<file path="src/rtl/riscv_mpsoc_pkg.sv">
// Shared AHB-Lite encodings used across the MPSoC interconnect.
package riscv_mpsoc_pkg;

    localparam logic [1:0] HTRANS_IDLE   = 2'b00;
    localparam logic [1:0] HTRANS_BUSY   = 2'b01;
    localparam logic [1:0] HTRANS_NONSEQ = 2'b10;
    localparam logic [1:0] HTRANS_SEQ    = 2'b11;

    localparam logic [2:0] HSIZE_BYTE  = 3'b000;
    localparam logic [2:0] HSIZE_HWORD = 3'b001;
    localparam logic [2:0] HSIZE_WORD  = 3'b010;
    localparam logic [2:0] HSIZE_DWORD = 3'b011;
    localparam logic [2:0] HSIZE_QWORD = 3'b100;

    localparam logic HRESP_OKAY  = 1'b0;
    localparam logic HRESP_ERROR = 1'b1;

endpackage

</file>
<file path="src/rtl/riscv_ahb2apb.sv">
// AHB-Lite slave to APB4 master bridge, same data width on both sides.
// Every AHB beat becomes one independent APB access; errors use the two-cycle AHB response.
module riscv_ahb2apb
    import riscv_mpsoc_pkg::*;
#(
    parameter int PLEN       = 64,
    parameter int XLEN       = 64,
    parameter int PADDR_SIZE = 16
) (
    input  logic                  HRESETn,
    input  logic                  HCLK,
    input  logic                  HSEL,
    input  logic [PLEN-1:0]       HADDR,
    input  logic [XLEN-1:0]       HWDATA,
    output logic [XLEN-1:0]       HRDATA,
    input  logic                  HWRITE,
    input  logic [2:0]            HSIZE,
    input  logic [2:0]            HBURST,
    input  logic [3:0]            HPROT,
    input  logic [1:0]            HTRANS,
    input  logic                  HMASTLOCK,
    output logic                  HREADYOUT,
    input  logic                  HREADY,
    output logic                  HRESP,
    output logic                  PSEL,
    output logic                  PENABLE,
    output logic [2:0]            PPROT,
    output logic                  PWRITE,
    output logic [XLEN/8-1:0]     PSTRB,
    output logic [PADDR_SIZE-1:0] PADDR,
    output logic [XLEN-1:0]       PWDATA,
    input  logic [XLEN-1:0]       PRDATA,
    input  logic                  PREADY,
    input  logic                  PSLVERR
);

    typedef enum logic [2:0] {
        ST_IDLE, ST_WDATA, ST_SETUP, ST_ACCESS, ST_ERR1, ST_ERR2
    } state_t;

    localparam int STRBW = XLEN / 8;
    localparam int OFFW  = $clog2(STRBW);

    state_t                state_q, state_d;
    logic                  accept, size_err, can_accept;
    logic [OFFW-1:0]       addr_off;
    logic [STRBW-1:0]      strb_w;
    logic                  psel_q, psel_d, penable_q, penable_d, pwrite_q, pwrite_d;
    logic [2:0]            pprot_q, pprot_d;
    logic [STRBW-1:0]      pstrb_q, pstrb_d;
    logic [PADDR_SIZE-1:0] paddr_q, paddr_d;
    logic [XLEN-1:0]       pwdata_q, pwdata_d, hrdata_q, hrdata_d;
    logic                  unused_sig;

    assign unused_sig = ^{HBURST, HMASTLOCK, HPROT[3:2], HADDR[PLEN-1:PADDR_SIZE]};

    assign accept     = HSEL & HREADY & ((HTRANS == HTRANS_NONSEQ) | (HTRANS == HTRANS_SEQ));
    assign size_err   = int'(HSIZE) > OFFW;
    assign can_accept = (state_q == ST_IDLE) || (state_q == ST_ERR2);
    assign addr_off   = HADDR[OFFW-1:0];

    // A lane is enabled when it sits in the same size-aligned block as the address.
    for (genvar gi = 0; gi < STRBW; gi++) begin : g_strb
        localparam logic [OFFW-1:0] LANE = OFFW'(gi);
        assign strb_w[gi] = ((LANE >> HSIZE) == (addr_off >> HSIZE));
    end

    always_ff @(posedge HCLK) begin
        if (!HRESETn) state_q <= ST_IDLE;
        else          state_q <= state_d;
    end

    always_comb begin
        state_d = state_q;
        case (state_q)
            ST_IDLE, ST_ERR2: begin
                if (accept)        state_d = size_err ? ST_ERR1 : (HWRITE ? ST_WDATA : ST_SETUP);
                else               state_d = ST_IDLE;
            end
            ST_WDATA:              state_d = ST_SETUP;
            ST_SETUP:              state_d = ST_ACCESS;
            ST_ACCESS: if (PREADY) state_d = PSLVERR ? ST_ERR1 : ST_IDLE;
            ST_ERR1:               state_d = ST_ERR2;
            default:               state_d = ST_IDLE;
        endcase
    end

    always_comb begin
        HREADYOUT = (state_q == ST_IDLE) || (state_q == ST_ERR2);
        HRESP     = ((state_q == ST_ERR1) || (state_q == ST_ERR2)) ? HRESP_ERROR : HRESP_OKAY;
    end

    always_comb begin
        paddr_d   = paddr_q;
        pwrite_d  = pwrite_q;
        pprot_d   = pprot_q;
        pstrb_d   = pstrb_q;
        pwdata_d  = pwdata_q;
        hrdata_d  = hrdata_q;
        if (can_accept && accept && !size_err) begin
            paddr_d  = HADDR[PADDR_SIZE-1:0];
            pwrite_d = HWRITE;
            pprot_d  = {~HPROT[0], 1'b1, HPROT[1]};
            pstrb_d  = HWRITE ? strb_w : '0;
        end
        if (state_q == ST_WDATA) pwdata_d = HWDATA;
        if ((state_q == ST_ACCESS) && PREADY && !PSLVERR) hrdata_d = PRDATA;
        psel_d    = (state_d == ST_SETUP) || (state_d == ST_ACCESS);
        penable_d = (state_d == ST_ACCESS);
    end

    always_ff @(posedge HCLK) begin
        if (!HRESETn) begin
            psel_q    <= 1'b0;
            penable_q <= 1'b0;
            pwrite_q  <= 1'b0;
            pprot_q   <= '0;
            pstrb_q   <= '0;
            paddr_q   <= '0;
            pwdata_q  <= '0;
            hrdata_q  <= '0;
        end else begin
            psel_q    <= psel_d;
            penable_q <= penable_d;
            pwrite_q  <= pwrite_d;
            pprot_q   <= pprot_d;
            pstrb_q   <= pstrb_d;
            paddr_q   <= paddr_d;
            pwdata_q  <= pwdata_d;
            hrdata_q  <= hrdata_d;
        end
    end

    assign PSEL    = psel_q;
    assign PENABLE = penable_q;
    assign PWRITE  = pwrite_q;
    assign PPROT   = pprot_q;
    assign PSTRB   = pstrb_q;
    assign PADDR   = paddr_q;
    assign PWDATA  = pwdata_q;
    assign HRDATA  = hrdata_q;

endmodule

</file>
<file path="config.mk">
export PLATFORM = sky130hd
export DESIGN_NAME = riscv_ahb2apb
export DESIGN_NICKNAME = d
export VERILOG_FILES = /design/src/rtl/riscv_mpsoc_pkg.sv /design/src/rtl/riscv_ahb2apb.sv
export SDC_FILE = /design/constraint.sdc
export NUM_CORES = 1
export LEC_CHECK = 0
export CAP_MARGIN = 10
export CELL_PAD_IN_SITES_DETAIL_PLACEMENT = 2
export CELL_PAD_IN_SITES_GLOBAL_PLACEMENT = 2
export CORE_MARGIN = 2
export CORE_UTILIZATION = 22
export CTS_BUF_LIST = sky130_fd_sc_hd__clkbuf_2 sky130_fd_sc_hd__clkbuf_4 sky130_fd_sc_hd__clkbuf_8
export DETAILED_ROUTE_END_ITERATION = 10
export PLACE_DENSITY = 0.94
export SYNTH_ARGS = -nofsm -noshare
export SYNTH_HDL_FRONTEND = slang
export SYNTH_SLANG_ARGS = --single-unit
</file>
<file path="constraint.sdc">
create_clock -name HCLK -period 5.2 [get_ports HCLK]
set_clock_uncertainty 0.05 [all_clocks]
set_input_delay 1.3 -clock HCLK [delete_from_list [all_inputs] [get_ports HCLK]]
set_output_delay 1.3 -clock HCLK [all_outputs]
set_load 0.03 [all_outputs]
</file>
# --- Yosys cells after proc, flatten, opt, wreduce, memory -nomap -nowiden ---
# Index checks and enable logic that the tools add are counted.
op_classes:
  magnitude_cmp: 1
  eq_ne: 17
  n_shift: 9
  muxes: 8
  bitwise_logic: 4
  n_reduce_logical: 11
op_table:
  columns: ["cell", "n"]
  rows:
  - ["3-bit equality test", 8]
  - ["3-bit case mux with 5 select lines", 1]
  - ["3-bit by 2-bit equality test with 1-bit output (second input constant)", 4]
  - ["3-bit two-way mux", 4]
  - ["3-bit by 3-bit right shift with 3-bit output (first input constant)", 4]
  - ["8-bit two-way mux", 1]
  - ["3-bit equality test (second input constant)", 2]
  - ["1-bit by 3-bit right shift with 3-bit output (first input constant)", 2]
  - ["2-bit by 3-bit right shift with 3-bit output (first input constant)", 2]
  - ["2-bit equality test (second input constant)", 2]
  - ["1-bit logical AND", 4]
  - ["3-bit by 1-bit equality test with 1-bit output (second input constant)", 1]
  - ["3-bit by 2-bit > comparator with 1-bit output (second input constant)", 1]
  - ["3-bit logical NOT", 1]
  - ["1-bit logical OR", 3]
  - ["3-bit by 3-bit right shift with 3-bit output", 1]
  - ["1-bit AND", 2]
  - ["1-bit logical NOT", 2]
  - ["2-bit two-way mux", 1]
  - ["2-bit OR reduction", 1]
  - ["1-bit two-way mux", 1]
  - ["1-bit inverter", 1]
  - ["1-bit bitwise OR", 1]
totals:
  ff_bits: 161
  input_bits: 212
  wordCells: 59

# --- Longest topological paths before layout ---
# Gate-level depths: netlist (run 1).
depth:
  depth_word: 7
  ltp_mapped: 7
  ltp_nobuf: 6

# --- Worst setup path after synthesis (run 1) ---
# No wires, ideal clock.
synth_timing:
  kind: "input-to-reg"
  start: "input HSIZE[0]"
  end: "register pstrb_q[0] (netlist: PSTRB[0])"
  setup_ns: 0.060
  arrival_time_ns: 2.671
  t_required_ns: 5.090
  setup_slack_ns: 2.420
  stages: 7
  n_path_buf: 1
  path_cell_list: "ha_1 -> nand3b_1 -> or4b_4 -> buf_6 -> a311o_1 -> o21ai_1 -> and2_1"
synth_between:
  elab_chain_len: 3
  word_cells_on_any_way: 7
synth_rtl:
  columns: ["element", "line_no", "source"]
  rows:
  - ["start, declared", "riscv_ahb2apb.sv:17", "input logic [2:0] HSIZE,"]
  - ["3-bit by 3-bit right shift with 3-bit output, or another cell as far along", "riscv_ahb2apb.sv:65", "assign strb_w[gi] = ((LANE >> HSIZE) == (addr_off >> HSIZE));"]
  - ["3-bit equality test / 1-bit logical NOT (equally long branches)", "riscv_ahb2apb.sv:65, riscv_ahb2apb.sv:100", null]
  - ["8-bit two-way mux / 1-bit logical AND (equally long branches)", "riscv_ahb2apb.sv:104, riscv_ahb2apb.sv:100", null]
  - ["end signal, assigned", "riscv_ahb2apb.sv:127", "pstrb_q <= pstrb_d;"]
  - ["end, declared", "riscv_ahb2apb.sv:50", "logic [STRBW-1:0] pstrb_q, pstrb_d;"]
# Several ways; a longest one is shown, not always the timed one.
# A chain may end at the register's enable or synchronous reset.

# --- Worst setup path in the final report (run 1) ---
layout_timing:
  start: "input HSIZE[1]"
  end: "register pstrb_q[0] (netlist: PSTRB[0])"
# Same word-level chain as after synthesis.

==> out/qor.yml, run 1 <==
critical_path:
  crit_required_ns: 5.54
  cpPeakStageDelay_ns: 0.82
  r2r_end: "PWDATA[34]$_SDFFE_PN0P_"
  reg2reg_slack_ns: 2.83
  critPathLaunchType: "input port"
  worstPathCellList: "clkdlybuf4s50_1 > ha_1 > nand3b_1 > or4b_4 > a311o_1 > o21ai_1 > and2_1"
  critPathBufInv: 1
  worstRegToRegCells: 5
  r2r-start: "state_q[0]$_SDFF_PN0_"
  path_delay_family: "simple AND/OR/NAND/NOR gates"
  path_max_fanout: 27
  cpMaxStageDelayCell: "clkdlybuf4s50_1"
  endpoint_kind: "flip-flop"
  crit_arrival_ns: 3.89
  path_class: "in2reg"
routing:
  drc: 0
  drt_iter0_drc: 176
  wl_per_cell_um: 17.7
  routed_wl_um: 25400
  avgViaCountPerCell: 4.42
  vias: 6341
  dr.pass1.iters: 4
  ant_nets: 0
synthesis:
  postSynthAreaPerCell_um2: 8.29
  ys_types: 37
  yosys-top-cells-area: "dfxtp_1, nand2_1, a21boi_0"
  synth_warnings: 0
  syn_area_um2: 6260
  ys_ff_latch: 161
  syn-num-nets: 972
  synth_cells: 755
  ys_seq_area_share_pct: 51.5
  synth_top_area_share_pct: 51.5
  synth_top_cell_by_area: "dfxtp_1"
placement:
  portBuffers: 316
  hpwl_um: 19200
  place_congestion: 0.732
  placed_area_um2: 9760
  placedCellCount: 1403
grt:
  grt_max_degree: 93
  top_usage_layer: "met2"
  met3_usage_pct: 6.35
  grt_pass1_wl_um: 40300
  globalRoute.totalOverflow: 0
  grt_pass1_vias: 7143
  grt_use_met1_pct: 18.4
  met2_usage_pct: 31.2
  antenna_found_initial: 0
  track_usage_pct: 17.0
sta:
  drv_slew: 0
  finalSetupViolCount: 0
  relSlewSlack_pct: 44.7
  hold_violations: 0
  worst_slew_pin_slew_ns: 0.829
  fin_hold_ws_ns: 0.419
  rsz0062_at_grt: "no"
  min_period_ns: 3.55
  post-route-period-util_pct: 68.3
  max_freq_mhz: 282
  finalSetupTns_ns: 0
clock_network:
  root_buffer: "clkbuf_8"
  ctsResizeCount: 0
  clkTransAtPathRegs_ns: 0.10
  ctsHoldBuffers: 0
  cts_tree: "built"
  numClockSinks: 161
  post-cts-setup-buffer-count: 0
  htree_levels: 4
  insertion_delay_ns: 0.44
  numCtsBuffers: 17
  cts.path.max_buffers: 2
final_layout:
  final_cell_mix: "clkdlybuf4s50_1, nand2_1, dfxtp_1"
  final-instance-count-excl-fill: 1434
  drive_above_1_share_pct: 4.36
  fillers: 3137
  design_area_um2: 10100
  layout_commonest_cell: "clkdlybuf4s50_1"
  fin_nets: 1261
  diodes: 0
  syn_to_final_growth_pct: 61.7
floorplanning:
  die_area_um2: 29800
  row_count: 61
  core_um2: 27900
  die-height_um: 173
  die_w_um: 173
  ioPinCount: 372
  initial_core_util_pct: 22.4
power_and_ir_drop:
  p_per_area_nw_per_um2: 271
  vdd_drop_max_mv: 0.110
  p_leak_nw: 3.36
worst_hold_path:
  hold_path_class: "reg2reg"
  min_path_cells: 2
  worstHoldEndpoint: "HRDATA[6]$_SDFFE_PN0P_"
  min_from: "HRDATA[6]$_SDFFE_PN0P_"
outcome:
  outcome: "complete, no violations"
run:
  cap_violations: 0
==> flip-flops by register name (all words and copies together), names as in the netlist <==
signal / cells
HRDATA: 64
PWDATA: 64
PADDR: 16
PSTRB: 8
PPROT: 3
state_q: 3
PENABLE: 1
PSEL: 1
PWRITE: 1
==> cells by family (layout without fill, tap and decap cells) <==
family	after synthesis	in the layout	synth area share [%]
compound gates	173	173	20.1
xor+xnor	8	8	1.24
fa+ha+maj	5	5	0.999
buf+inv	58	359	3.74
flops	161	161	51.5
mux	2	2	0.320
simple gates	348	348	22.1
==> Yosys cell counts <==
| library cell | count |
|---|---|
| nand2_1 | 304 |
| dfxtp_1 | 161 |
| a21boi_0 | 148 |
| clkbuf_1 | 49 |
| nor2_1 | 19 |
| o21ai_0 | 12 |
| a21oi_1 | 5 |
| ha_1 | 5 |
| inv_1 | 5 |
| nand3_1 | 5 |
| xnor2_1 | 5 |
| and2_1 | 3 |
| a221oi_1 | 2 |
| buf_6 | 2 |
| mux2i_1 | 2 |
| nand3b_1 | 2 |
| nand4_1 | 2 |
| nor2b_1 | 2 |
| nor3_1 | 2 |
| o21ai_1 | 2 |
| xor2_1 | 2 |
| a211oi_1 | 1 |
| a311o_1 | 1 |
| and3_1 | 1 |
| buf_1 | 1 |
| buf_2 | 1 |
| nand2b_1 | 1 |
| nand4b_1 | 1 |
| nor3_2 | 1 |
| nor3b_1 | 1 |
| nor4b_2 | 1 |
| o211a_1 | 1 |
| o21a_1 | 1 |
| or2_2 | 1 |
| or3_1 | 1 |
| or4b_4 | 1 |
| xor2_2 | 1 |
==> worst max-delay path by stage <==
stage	cells past startpoint	end	start
floorplan	7	PSTRB[0]$_SDFFE_PN0P_	HSIZE[0]
global placement	7	PSTRB[0]$_SDFFE_PN0P_	HSIZE[1]
detailed placement	7	PSTRB[0]$_SDFFE_PN0P_	HSIZE[1]
CTS	7	PSTRB[0]$_SDFFE_PN0P_	HSIZE[1]
global route	7	PSTRB[0]$_SDFFE_PN0P_	HSIZE[1]
finish	7	PSTRB[0]$_SDFFE_PN0P_	HSIZE[1]
==> worst min-delay path: stages (launching register included) <==
cell and delay (ns):
dfxtp_1 0.32, nand2_1 0.05, a21boi_0 0.06
==> power by group <==
group / internal [mW] / total, mW / switching [mW]
Sequential: 1.28 / 1.31 / 0.0323
Clock: 0.392 / 0.920 / 0.528
Combinational: 0.241 / 0.517 / 0.275
==> stage by stage <==
step	setup slack [ns]	total power [mW]	util, %
finish	1.65	2.75	36.3
global route	1.52	2.90	36.3
CTS	1.69	2.82	36.3
detailed placement	1.17	1.87	34.9
global placement	1.25	1.84	34.9
floorplan	2.42	1.58	-
==> final cells by class <==
| type | instances | area, µm² | share of cell area, % |
|---|---|---|---|
| flip-flops and latches | 161 | 3220 | 31.8 |
| repair buffers | 323 | 3210 | 31.7 |
| multi-input cells | 536 | 2830 | 27.9 |
| well taps | 378 | 473 | 4.67 |
| clock buffers | 18 | 241 | 2.38 |
| clock inverters | 13 | 129 | 1.27 |
| inverters | 5 | 18.8 | 0.185 |
==> layer usage <==
metal | vias to the layer above | share of wire, %
li1 | 3015 | -
met1 | 3073 | 40
met2 | 234 | 51
met3 | 19 | 7.9
met4 | 0 | 1.3
met5 | - | 0
No activity file was read; power rests on OpenSTA's default activity.
==> run 2, diff against run 1 <==
--- a/config.mk
+++ b/config.mk
@@ -9,10 +9,10 @@
 export CELL_PAD_IN_SITES_DETAIL_PLACEMENT = 2
 export CELL_PAD_IN_SITES_GLOBAL_PLACEMENT = 2
 export CORE_MARGIN = 2
-export CORE_UTILIZATION = 22
+export CORE_UTILIZATION = 18
 export CTS_BUF_LIST = sky130_fd_sc_hd__clkbuf_2 sky130_fd_sc_hd__clkbuf_4 sky130_fd_sc_hd__clkbuf_8
 export DETAILED_ROUTE_END_ITERATION = 10
-export PLACE_DENSITY = 0.94
+export PLACE_DENSITY = 0.83
 export SYNTH_ARGS = -nofsm -noshare
 export SYNTH_HDL_FRONTEND = slang
 export SYNTH_SLANG_ARGS = --single-unit
==> constraint.sdc (replaced) <==
create_clock -name HCLK -period 2.9 [get_ports HCLK]
set_clock_uncertainty 0.05 [all_clocks]
set_input_delay 0.725 -clock HCLK [delete_from_list [all_inputs] [get_ports HCLK]]
set_output_delay 0.725 -clock HCLK [all_outputs]
set_load 0.03 [all_outputs]
==> out/qor.yml, run 2 (synthesis gave the netlist of run 1 again) <==
outcome:
  outcome: "complete, no violations"
final_layout:
  seq_area_um2: 3220  # unchanged
  fin_nets: 1268  # +0.56%
  utilization_pct: 30.1  # -6.2 points
  layout_commonest_cell: "clkdlybuf4s50_1"
  multi_input_area_um2: 2830  # unchanged
  final_cell_mix: "clkdlybuf4s50_1, nand2_1, dfxtp_1"
  drive_above_1_share_pct: 4.99  # +0.63 points
  final-instance-count-excl-fill: 1518  # +5.9%
  syn_to_final_growth_pct: 65.0
  fillers: 3922  # +25%
  diodes: 0  # unchanged
routing:
  vias: 6276  # -1.0%
  wl_per_cell_um: 16.3  # -8.3%
  drc: 0  # unchanged
  routed_wl_um: 24700  # -2.9%
  dr.pass1.iters: 4  # unchanged
  ant_nets: 0  # unchanged
  drt_iter0_drc: 109  # -38%
  avgViaCountPerCell: 4.13  # -6.5%
clock_network:
  ctsResizeCount: 0  # unchanged
  insertion_delay_ns: 0.48  # +0.04 ns
  cts_tree: "built"
  htree_levels: 4  # unchanged
  post-cts-setup-buffer-count: 0  # unchanged
  root_buffer: "clkbuf_8"
  clkTransAtPathRegs_ns: 0.08  # -0.02 ns
  numCtsBuffers: 17  # unchanged
  ctsHoldBuffers: 0  # unchanged
  numClockSinks: 161  # unchanged
  cts.path.max_buffers: 2  # unchanged
sta:
  fin_hold_ws_ns: 0.417  # -0.00240 ns
  worst_slew_pin_slew_ns: 0.579  # -0.250 ns
  rsz0062_at_grt: "no"
  max_freq_mhz: 368
  drv_slew: 0  # unchanged
  finalSetupViolCount: 0  # unchanged
  finalSetupTns_ns: 0  # unchanged
  min_period_ns: 2.72
  hold_violations: 0  # unchanged
  relSlewSlack_pct: 61.4  # +17 points
  post-route-period-util_pct: 93.7
run:
  cap_violations: 0  # unchanged
worst_hold_path:
  hold_path_class: "reg2reg"
  min_path_cells: 2  # unchanged
power_and_ir_drop:
  p_leak_nw: 3.41  # +1.6%
  power_mw: 4.93  # +79%
  vdd_drop_max_mv: 0.262  # +140%
  p_per_area_nw_per_um2: 477  # +76%
critical_path:
  crit_arrival_ns: 1.94  # -1.95 ns
  crit_required_ns: 2.12  # -3.42 ns
  critPathLaunchType: "flip-flop"
  worstRegToRegCells: 6  # +1
  endpoint_kind: "output pin"
  path_class: "reg2out"
  path_max_fanout: 7  # -74%
floorplanning:
  die-height_um: 191  # +10%
  die_area_um2: 36300  # +22%
  ioPinCount: 372  # unchanged
  core_um2: 34400  # +23%
  die_w_um: 191  # +10%
  row_count: 68  # +11%
  initial_core_util_pct: 18.2  # -4.2 points
grt:
  globalRoute.totalOverflow: 0  # unchanged
  grt_max_degree: 90  # -3.2%
  grt_pass1_wl_um: 37500  # -6.8%
  track_usage_pct: 13.4  # -3.6 points
  antenna_found_initial: 0  # unchanged
  grt_pass1_vias: 6697  # -6.2%
placement:
  placedCellCount: 1487  # +6.0%
  portBuffers: 316  # unchanged
  place_congestion: 0.730  # -0.29%
  hpwl_um: 17800  # -7.0%
## run 2: changes by cell type in the layout (fill, tap and decap cells not counted), sizes merged
cell      before  now
buf            8   15
inv           10    5
clkbuf        18   22
clkinvlp       4    5
## run 2: final timing paths
check                                from                       to  slack (ns)
hold / removal    HRDATA[48]$_SDFFE_PN0P_  HRDATA[48]$_SDFFE_PN0P_        0.42
setup reg to reg    state_q[1]$_SDFF_PN0_   PADDR[13]$_SDFFE_PN0P_        0.79
setup / recovery    state_q[2]$_SDFF_PN0_                HREADYOUT        0.18
hold reg to reg   HRDATA[48]$_SDFFE_PN0P_  HRDATA[48]$_SDFFE_PN0P_        0.42
## run 2: critical path: stages (launching register included)
cell and delay, ns:
dfxtp_1 0.49, xor2_2 0.30, nor2_1 0.07, clkdlybuf4s50_1 0.62
## run 2: layout make-up
cell class / count / area share (%)
timing repair buffer: 330 / 32.2
sequential: 161 / 31.2
multi-input combinational: 536 / 27.4
tap: 455 / 5.51
clock buffer: 22 / 2.69
clock inverter: 9 / 0.836
inverter: 5 / 0.182
## run 2: power by group
part / internal, mW / switching (mW)
sequential: 2.30 / 0.0541
clock: 0.732 / 0.903
combinational: 0.452 / 0.490
## run 2: per-stage QoR
step	area [µm²]	worst slack, ns
after floorplan	6260	0.695
after global placement	9970	0.157
after detailed placement	9970	0.109
after CTS	10300	0.0779
after global routing	10300	0.00697
final	10300	0.182
## run 2: layer usage
layer,GRT usage (%),vias to the layer above,share of wire (%)
met4,4.44,0,1.7
met2,23.1,219,48
met5,0,-,0
li1,-,3024,-
met1,14.8,3012,41
met3,5.82,21,9.2
==> run 3, diff against run 2 <==
--- a/config.mk
+++ b/config.mk
@@ -12,7 +12,7 @@
 export CORE_UTILIZATION = 18
 export CTS_BUF_LIST = sky130_fd_sc_hd__clkbuf_2 sky130_fd_sc_hd__clkbuf_4 sky130_fd_sc_hd__clkbuf_8
 export DETAILED_ROUTE_END_ITERATION = 10
-export PLACE_DENSITY = 0.83
+export PLACE_DENSITY = 0.84
 export SYNTH_ARGS = -nofsm -noshare
 export SYNTH_HDL_FRONTEND = slang
 export SYNTH_SLANG_ARGS = --single-unit
==> out/qor.yml, run 3 (synthesis gave the netlist of run 1 again) <==
critical_path:
  endpoint_kind: "output pin"
  path_max_fanout: 7  # unchanged
  reg2reg_slack_ns: 0.77  # -0.02 ns
  crit_arrival_ns: 1.97  # +0.03 ns
  critPathLaunchType: "flip-flop"
  path_class: "reg2out"
  crit_required_ns: 2.12  # about the same
  worstRegToRegCells: 5  # -1
  r2r-start: "state_q[2]$_SDFF_PN0_"
  r2r_end: "PWDATA[8]$_SDFFE_PN0P_"
routing:
  drt_iter0_drc: 120  # +10%
  dr.pass1.iters: 4  # unchanged
  drc: 0  # unchanged
  wl_per_cell_um: 15.9  # -2.4%
  avgViaCountPerCell: 4.13  # -0.19%
  ant_nets: 0  # unchanged
  vias: 6268  # -0.13%
  routed_wl_um: 24100  # -2.3%
clock_network:
  numClockSinks: 161  # unchanged
  cts.path.max_buffers: 2  # unchanged
  htree_levels: 4  # unchanged
  post-cts-setup-buffer-count: 0  # unchanged
  cts_tree: "built"
  ctsResizeCount: 0  # unchanged
  clkTransAtPathRegs_ns: 0.09  # about the same
  numCtsBuffers: 17  # unchanged
  insertion_delay_ns: 0.47  # about the same
  root_buffer: "clkbuf_8"
  ctsHoldBuffers: 0  # unchanged
placement:
  pre_cts_ws_ns: 0.136  # +0.0268 ns
  placed_area_um2: 9960  # -0.13%
  portBuffers: 316  # unchanged
  place_congestion: 0.737  # +0.96%
  hpwl_um: 17600  # -1.3%
run:
  cap_violations: 0  # unchanged
grt:
  grt_max_degree: 87  # -3.3%
  track_usage_pct: 13.3  # -0.18 points
  globalRoute.totalOverflow: 0  # unchanged
  grt_pass1_vias: 6778  # +1.2%
  grt_pass1_wl_um: 37200  # -0.81%
  antenna_found_initial: 0  # unchanged
final_layout:
  fin_nets: 1268  # unchanged
  design_area_um2: 10400  # +0.86%
  final_cell_mix: "clkdlybuf4s50_1, nand2_1, dfxtp_1"
  diodes: 0  # unchanged
  syn_to_final_growth_pct: 66.4
  layout_commonest_cell: "clkdlybuf4s50_1"
  drive_above_1_share_pct: 5.08  # +0.089 points
  utilization_pct: 30.3  # +0.26 points
sta:
  drv_slew: 0  # unchanged
  finalSetupViolCount: 0  # unchanged
  hold_violations: 0  # unchanged
  fin_ws_ns: 0.158  # -0.0244 ns
  post-route-period-util_pct: 94.6  # +0.84 points
  fin_hold_ws_ns: 0.417  # +0.000442 ns
  finalSetupTns_ns: 0  # unchanged
  worst_slew_pin_slew_ns: 0.680  # +0.101 ns
  max_freq_mhz: 365  # -0.89%
  rsz0062_at_grt: "no"
  min_period_ns: 2.74  # +0.0244 ns
  relSlewSlack_pct: 54.6  # -6.8 points
floorplanning:
  die-height_um: 191  # unchanged
  ioPinCount: 372  # unchanged
  core_um2: 34400  # unchanged
  die_area_um2: 36300  # unchanged
  die_w_um: 191  # unchanged
  row_count: 68  # unchanged
  initial_core_util_pct: 18.2  # unchanged
worst_hold_path:
  worstHoldEndpoint: "HRDATA[20]$_SDFFE_PN0P_"
  min_path_cells: 2  # unchanged
  min_from: "HRDATA[20]$_SDFFE_PN0P_"
  hold_path_class: "reg2reg"
outcome:
  outcome: "complete, no violations"
power_and_ir_drop:
  p_per_area_nw_per_um2: 502  # +5.3%
  p_leak_nw: 3.48  # +2.1%
  vdd_drop_max_mv: 0.278  # +6.1%
[run 3: changes by cell type in the layout (fill, tap and decap cells not counted), sizes merged]
cell,before,now
dlymetal6s2s,0,1
clkinv,3,4
bufinv,1,4
clkinvlp,5,0
clkdlybuf4s50,315,314
inv,5,7
[run 3: critical path: stages, from the launching register on]
cell,delay (ns)
dfxtp_1,0.51
xor2_2,0.17
nor2_1,0.12
clkdlybuf4s50_1,0.69
[run 3: power by group]
group	switching [mW]	leakage, nW	internal [mW]	total [mW]
Combinational	0.484	1.95	0.448	0.932
Sequential	0.0539	1.30	2.30	2.35
Clock	0.911	0.235	1.04	1.95
[run 3: how the worst max path moves through the flow]
stage	startpoint	to	slack [ns]	cells past startpoint
5_1_grt	state_q[2]$_SDFF_PN0_	HREADYOUT	0.02	3
3_5_place_dp	HSIZE[1]	PSTRB[0]$_SDFFE_PN0P_	0.14	7
4_1_cts	state_q[2]$_SDFF_PN0_	HRESP	0.06	2
6_report	state_q[2]$_SDFF_PN0_	HREADYOUT	0.16	3
2_1_floorplan	HSIZE[0]	PSTRB[0]$_SDFFE_PN0P_	0.69	7
3_3_place_gp	HSIZE[1]	PSTRB[0]$_SDFFE_PN0P_	0.16	7
[run 3: per-stage QoR]
stage	std cells	power (mW)
floorplan	755	2.83
global placement	1487	3.32
detailed placement	1487	3.35
CTS	1519	5.36
global route	1519	5.51
finish	1519	5.23
[run 3: per-layer routing]
metal / wire [µm] / vias up / track usage [%]
met2: 11600 / 225 / 23.1
met4: 292 / 0 / 3.94
met5: 0 / - / 0
met1: 10000 / 2999 / 14.6
met3: 2210 / 17 / 5.63
li1: - / 3027 / -
[run 3: area by class of cell]
type / instances / area, µm²
clock inverters: 10 / 173
repair buffers: 330 / 3320
clock buffers: 22 / 290
flip-flops and latches: 161 / 3220
inverters: 5 / 18.8
well taps: 455 / 569
fillers: 3879 / 24000
multi-input cells: 536 / 2830
